--- config.mk ---
export PLATFORM = sky130hd
export DESIGN_NAME = controller_write_pingpong
export DESIGN_NICKNAME = d
export VERILOG_FILES = /design/src/rtl/controller_write_pingpong.sv
export SDC_FILE = /design/constraint.sdc
export NUM_CORES = 1
export LEC_CHECK = 0
export ABC_AREA = 1
export CAP_MARGIN = 0
export CORE_MARGIN = 2
export CORE_UTILIZATION = 40
export CTS_CLUSTER_DIAMETER = 80
export DETAILED_ROUTE_END_ITERATION = 7
export PLACE_DENSITY_LB_ADDON = 0.08
export SYNTH_ARGS = -nofsm -noshare
export SYNTH_HDL_FRONTEND = slang
export SYNTH_SLANG_ARGS = --single-unit
--- constraint.sdc ---
create_clock -name clock -period 2.18 [get_ports clock]
set_input_delay 0.436 -clock clock [delete_from_list [all_inputs] [get_ports clock]]
set_output_delay 0.436 -clock clock [all_outputs]
set_load 0.02 [all_outputs]
--- src/rtl/controller_write_pingpong.sv ---
// Write-side frame buffer controller: packs R,G,B bytes into pixel words and fills buffer 0/1.
// Define PINGPONG_EN for two-buffer alternation; otherwise only buffer 0 is used.
module controller_write_pingpong #(
  parameter int AW = 8,
  parameter int DW = 8
) (
  input  logic            clock,
  input  logic            reset,
  input  logic [3:0]      AIPIn,
  input  logic [3:0]      AILIn,
  input  logic [DW-1:0]   DataIn,
  input  logic            DataValid,
  output logic            DataReady,
  output logic            WE0,
  output logic            WE1,
  output logic [AW-1:0]   WAddr,
  output logic [3*DW-1:0] WData,
  output logic            Buf0Full,
  output logic            Buf1Full,
  input  logic            Buf0Empty,
  input  logic            Buf1Empty
);

  localparam logic [1:0] S_IDLE = 2'd0;
  localparam logic [1:0] S_FILL = 2'd1;
  localparam logic [1:0] S_WAIT = 2'd2;

  logic [1:0]      state;
  logic [1:0]      phase;
  logic [DW-1:0]   r_q;
  logic [DW-1:0]   g_q;
  logic [AW-1:0]   addr;
  logic [3:0]      px;
  logic [3:0]      ln;
  logic [3:0]      aip;
  logic [3:0]      ail;
  logic            full0;
  logic            full1;
  logic            tgt;
  logic            we0_q;
  logic [AW-1:0]   waddr_q;
  logic [3*DW-1:0] wdata_q;

  logic tgt_full;
  logic accept;
  logic pix_wr;
  logic frame_end;
  logic size_ok;
  logic other_busy;

  assign tgt_full  = tgt ? full1 : full0;
  assign DataReady = (state == S_FILL) && !tgt_full;
  assign accept    = DataValid && DataReady;
  assign pix_wr    = accept && (phase == 2'd2);
  assign frame_end = pix_wr && (px == aip - 4'd1) && (ln == ail - 4'd1);
  assign size_ok   = (AIPIn != '0) && (AILIn != '0);

  assign WE0      = we0_q;
  assign WAddr    = waddr_q;
  assign WData    = wdata_q;
  assign Buf0Full = full0;

`ifdef PINGPONG_EN
  logic we1_q;

  // Next target is the other buffer; an Empty arriving on the completing edge frees it.
  assign other_busy = tgt ? (full0 && !Buf0Empty) : (full1 && !Buf1Empty);
  assign WE1        = we1_q;
  assign Buf1Full   = full1;

  always_ff @(posedge clock or negedge reset) begin
    if (!reset) begin
      tgt   <= 1'b0;
      full1 <= 1'b0;
      we1_q <= 1'b0;
    end else begin
      we1_q <= pix_wr && tgt;
      if (frame_end)
        tgt <= !tgt;
      if (frame_end && tgt)
        full1 <= 1'b1;
      else if (Buf1Empty)
        full1 <= 1'b0;
    end
  end
`else
  logic unused_buf1empty;

  assign unused_buf1empty = Buf1Empty;
  assign other_busy       = 1'b1;
  assign tgt              = 1'b0;
  assign full1            = 1'b0;
  assign WE1              = 1'b0;
  assign Buf1Full         = 1'b0;
`endif

  // Frame-complete set takes priority over a same-edge Empty clear.
  always_ff @(posedge clock or negedge reset) begin
    if (!reset)
      full0 <= 1'b0;
    else if (frame_end && !tgt)
      full0 <= 1'b1;
    else if (Buf0Empty)
      full0 <= 1'b0;
  end

  always_ff @(posedge clock or negedge reset) begin
    if (!reset) begin
      state   <= S_IDLE;
      phase   <= '0;
      r_q     <= '0;
      g_q     <= '0;
      addr    <= '0;
      px      <= '0;
      ln      <= '0;
      aip     <= '0;
      ail     <= '0;
      we0_q   <= 1'b0;
      waddr_q <= '0;
      wdata_q <= '0;
    end else begin
      we0_q <= pix_wr && !tgt;
      case (state)
        S_IDLE: begin
          if (size_ok) begin
            aip   <= AIPIn;
            ail   <= AILIn;
            state <= S_FILL;
          end
        end
        S_WAIT: begin
          if (!tgt_full)
            state <= S_FILL;
        end
        S_FILL: begin
          if (accept) begin
            case (phase)
              2'd0: begin
                r_q   <= DataIn;
                phase <= 2'd1;
              end
              2'd1: begin
                g_q   <= DataIn;
                phase <= 2'd2;
              end
              default: begin
                phase   <= 2'd0;
                waddr_q <= addr;
                wdata_q <= {r_q, g_q, DataIn};
                if (frame_end) begin
                  addr <= '0;
                  px   <= '0;
                  ln   <= '0;
                  aip  <= AIPIn;
                  ail  <= AILIn;
                  if (!size_ok)
                    state <= S_IDLE;
                  else if (other_busy)
                    state <= S_WAIT;
                  else
                    state <= S_FILL;
                end else begin
                  addr <= addr + AW'(1);
                  if (px == aip - 4'd1) begin
                    px <= '0;
                    ln <= ln + 4'd1;
                  end else begin
                    px <= px + 4'd1;
                  end
                end
              end
            endcase
          end
        end
        default: state <= S_IDLE;
      endcase
    end
  end

endmodule

## Word level (Yosys, flattened, before mapping)

Cells that the tools add are included.
Widths: inputs -> output; s select.

| word-level totals | value |
|---|---|
| register bits | 78 |
| bits of input ports | 21 |
| output and inout port bits | 37 |
| logic and storage cells | 77 |

| cells by class | value |
|---|---|
| $add $sub $neg | 5 |
| equality and inequality tests | 11 |
| multiplexer cells | 25 |
| bitwise gates (word level) | 1 |
| reduce and logical (&&, ||, !) cells | 22 |

Operators by type and width:

| cell | number |
|---|---|
| $mux 4 | 12 |
| $pmux 4 s2 | 2 |
| $mux 2 | 6 |
| $ne 2x2->1 const B | 5 |
| $reduce_and 5->1 | 2 |
| $reduce_and 3->1 | 3 |
| $add 4x1->4 const B | 2 |
| $add 8x1->8 const B | 1 |
| $eq 4x4->1 | 2 |
| $mux 8 | 1 |
| $reduce_bool 4->1 | 2 |
| $sub 4x1->4 const B | 2 |
| $logic_and 1x1->1 | 6 |
| $pmux 2 s3 | 1 |
| $reduce_bool 2->1 | 3 |
| $eq 2x1->1 const B | 2 |
| $eq 2x2->1 const B | 2 |
| $logic_not 2->1 | 2 |
| $pmux 2 s2 | 1 |
| $reduce_and 4->1 | 1 |
| $mux 1 | 2 |
| $reduce_and 2->1 | 1 |
| $reduce_or 2->1 | 1 |
| $logic_not 1->1 | 1 |
| $not 1->1 | 1 |

## Longest topological paths before layout

| logic depth | value |
|---|---|
| word-level depth | 10 |
| depth in mapped cells | 13 |
| depth with buffers taken out | 13 |

## Worst setup path before layout

Ideal clock, no wire load.

| timing | value |
|---|---|
| kind | register to register |
| start point | reg aip[0] |
| end point | reg ln[0] |
| library setup time | 0.128 ns |
| data arrival time | 1.501 ns |
| required time | 2.052 ns |
| setup slack | 0.551 ns |
| stages on the path, launching flop included | 13 |
| buffers on the path | 1 |
| clock period less this slack | 1.629 ns |
| cells stage by stage | dfrtp_1 inv_2 ha_1 inv_1 nand2_1 nand2_1 nor2_1 nand2_1 nor2_2 nand3_2 buf_2 nand3_1 o21ai_0 |

| between the ends | value |
|---|---|
| cells in the longest elaborated chain, start to end | 6 |
| elaborated cells on any way between the ends | 7 |
| those cells by class | 1 x add/sub; 1 x eq/ne; 1 x mux; 4 x reduce/logical |

Ends and longest elaborated chain:

| element | RTL line | text |
|---|---|---|
| start: declaration | 35 | `logic [3:0] aip;` |
| start signal: assignment | 126 | `aip <= AIPIn;` |
| start signal: assignment | 154 | `aip <= AIPIn;` |
| $sub 4x1->4 (*) | 55, 164 |  |
| $eq 4x4->1 (*) | 55, 164 |  |
| $logic_and 1x1->1 (2 in a row) | 55 | `assign frame_end = pix_wr && (px == aip - 4'd1) && (ln == ail - 4'd1);` |
| $reduce_bool 2->1 (no source line) | - |  |
| $reduce_and 4->1 (no source line) | - |  |
| end signal: assignment | 166 | `ln <= ln + 4'd1;` |
| end: declaration | 34 | `logic [3:0] ln;` |

Mark *: on every way between the ends. The rest lies on a longest branch, timed or not.
A chain may end at the register's enable or synchronous reset.

## Final worst setup path

| timing | value |
|---|---|
| start point | reg ail[0] |
| end point | reg addr[6] |

| between the ends | value |
|---|---|
| cells in the longest elaborated chain, start to end | 4 |

Ends and longest elaborated chain:

| element | RTL line | text |
|---|---|---|
| start: declaration | 36 | `logic [3:0] ail;` |
| start signal: assignment | 127 | `ail <= AILIn;` |
| start signal: assignment | 155 | `ail <= AILIn;` |
| $sub 4x1->4 | 55 |  |
| $eq 4x4->1 | 55 |  |
| $logic_and 1x1->1 | 55 |  |
| $mux 8 | 150 | `if (frame_end) begin` |
| end signal: assignment | 163 | `addr <= addr + AW'(1);` |
| end: declaration | 32 | `logic [AW-1:0] addr;` |

Every way passes these cells.

==> out/qor.yml <==
cts_resized: 0
finalClockSkew_ns: 0.0150
clock-sinks: 78
clkLatencyLatePin_ns: 0.35
finalWeightedCongestion: 0.795
synth-seq-cells: 78
wl_met3_um: 298
wl_mm: 7.49
antenna_left: 0
r2r_slack_ns: 0.29
switching_share_pct: 39.8
synth_edf_count: 0
p_int_mw: 3.71
max_stage_delay_ns: 0.40
grt_max_degree: 33
cpMaxStageDelayCell: "dfrtp_1"
grt_pass1_wl_mm: 13.1
path_clk_slew_ns: 0.08
synthCells: 427
routed-wl-met2_mm: 3.40
power_density_nw_per_um2: 1390
antenna_found_initial: 0
cap_violations: 0
p_leak_nw: 2.26
syn-cell-area_um2: 3520
min_period_ns: 1.89
p_sw_mw: 2.46
io_pins: 58
cts.hold.buffers_added: 0
drive_gt1_share_pct: 8.27
status: "finished, final reports clean"
ys_types: 26
area_growth_pct: 25.8
first_iter_violations: 115
drc: 0
portBuffers: 54
grt-ovfl-total: 0
post_cts_buffers: 0
crit_path_start_kind: "flop"
p_clk_share_pct: 17.0
grtUsageTotal_pct: 16.9
end_kind: "flop"
dpl.hpwl_mm: 5.40
core_um2: 8640
grt_pass1_vias: 2791
rows: 34
n_antenna_cell: 0
fin_ws_ns: 0.286
rsz0062_at_grt: "false"
root_buffer: "clkbuf_8"
rr_startpoint: "ail[0]"
path_common_cell: "nand2_1"
viasPerCell: 4.65
die_h_um: 97.8
clockBufferDepth: 2
cts_tree: "done"
ys_warn_count: 0
hold_viol_final: 0
tns_ns: 0
die_w_um: 97.8
ys_seq_area_share_pct: 55.4
drv_slew: 0
comb_power_share_pct: 42.3
cp_max_fo: 10
rr_worst_depth: 12
post-place-ws_ns: 0.0475
wl_met1_mm: 3.69
fmax_mhz: 528
avgSynthCellArea_um2: 8.25
final-setup-viol-count: 0
routed.top_layer: "met4"
arrival_ns: 2.12
rr_endpoint: "addr[6]"
first_pass_iters: 5
finalCritPeriodShare_pct: 86.9
hold_class: "primary input to async pin"
cts-buffers-inserted: 9
path_class: "flop to flop"
finalNetCount: 518
start_util_pct: 40.8
via_count: 2808
synth_ff_type: "dfrtp_1"
drt-wirelength-per-cell_um: 12.4
path_cells: "inv_1 > ha_1 > inv_1 > nand2_1 > nand2_1 > nor2_1 > nand2_1 > nor2_1 > nand3_2 > buf_4 > nand3b_1 > o21ai_0"
required_ns: 2.41
async_flop_share_pct: 100
dieArea_um2: 9570
peakVddDrop_v: 0.000610
fill_cells: 832
pwr-share-seq_pct: 40.7
htreeDepth: 3
## layout by cell type (no fill, tap or decap)
master / n
nand2_1: 162
dfrtp_1: 78
clkdlybuf4s50_1: 52
inv_1: 46
o21ai_0: 45
nand3_1: 31
nor2_1: 14
buf_4: 13
clkbuf_8: 9
xor2_1: 6
nand4_1: 5
ha_1: 5
nand2_2: 4
inv_2: 2
nor2_2: 2
nand3b_1: 2
a21oi_1: 2
conb_1: 2
clkinvlp_4: 2
clkinv_2: 2
nor3_4: 1
nor2_4: 1
clkinv_1: 1
nand3_2: 1
and3_1: 1
a22oi_1: 1
or2_2: 1
nor3_1: 1
bufinv_16: 1
clkinv_4: 1
dlymetal6s2s_1: 1
buf_12: 1
## critical path, delay by kind of cell (launching register included)
kind,cells,cell delay (ns)
AOI/OAI and AO/OA,1,0.09
DFF,1,0.40
and+or+nand+nor,7,0.63
adders and majority gates,1,0.31
buffers and inverters,3,0.33
## registers in the layout, indices dropped and copies added, names as in the netlist, 4 cells and up
signal / cells
WAddr: 8
WData: 24
addr: 8
ail: 4
aip: 4
g_q: 8
ln: 4
px: 4
r_q: 8
## how the worst max path moves through the flow
stage	start	endpoint	slack, ns	depth (start not counted)
3_3_place_gp	DataValid	WData[14]	0.08	8
6_report	ail[0]	addr[6]	0.29	12
3_5_place_dp	DataValid	addr[6]	0.05	9
2_1_floorplan	aip[0]	ln[0]	0.55	12
5_1_grt	aip[0]	aip[0]	0.02	13
4_1_cts	state[1]	DataReady	0.06	4
## cell families after synthesis
family	Yosys count	share of synthesized area, %
adders and majority gates	5	1.78
other	1	0.107
DFF	78	55.4
buffers and inverters	63	7.18
and+or+nand+nor	226	27.1
xor gates and xnor gates	6	1.49
AOI/OAI and AO/OA	48	6.89
## power by group through the flow
stage,clock [mW],combinational (mW),sequential (mW)
4_1_cts,1.08,2.66,2.52
3_3_place_gp,0,2.59,2.53
2_1_floorplan,0,1.40,2.74
5_1_grt,1.14,2.99,2.60
6_report,1.05,2.61,2.51
3_5_place_dp,0,2.64,2.53
## cell usage after synthesis (all sizes together) (2+ instances only)
library cell	count	area (um2)
o21ai	45	225
inv	48	180
buf	7	42.5
nor3	2	21.3
nor2	17	76.3
xor2	6	52.6
a21oi	2	10.0
nand3	32	165
dfrtp	78	1950
nand2	166	633
nand4	5	31.3
nand3b	2	15.0
clkbuf	7	26.3
ha	5	62.6
## routing by layer
layer  global-route usage (%)  vias up
li1                         -     1459
met1                     24.0     1292
met2                     25.8       49
met3                     3.44        8
met4                     6.41        0
met5                        0        -
## final cells by class
type,count,area (um2),share of cell area [%]
clock buffer,9,124,2.80
timing repair buffer,67,651,14.7
tap,108,135,3.05
clock inverter,6,63.8,1.44
sequential,78,1950,44.1
inverter,49,184,4.15
multi-input combinational,287,1320,29.8
## stage by stage
step,hold WS [ns],instances,total power [mW],area [um2],utilization (%)
2_1_floorplan,0.140,428,4.15,3520,-
3_3_place_gp,0.400,589,5.12,4240,49.1
3_5_place_dp,0.399,589,5.17,4240,49.1
4_1_cts,0.0154,604,6.25,4430,51.3
5_1_grt,0.0204,604,6.74,4430,51.3
6_report,0.0151,604,6.17,4430,51.3
Power figures use the tool's default switching activity.
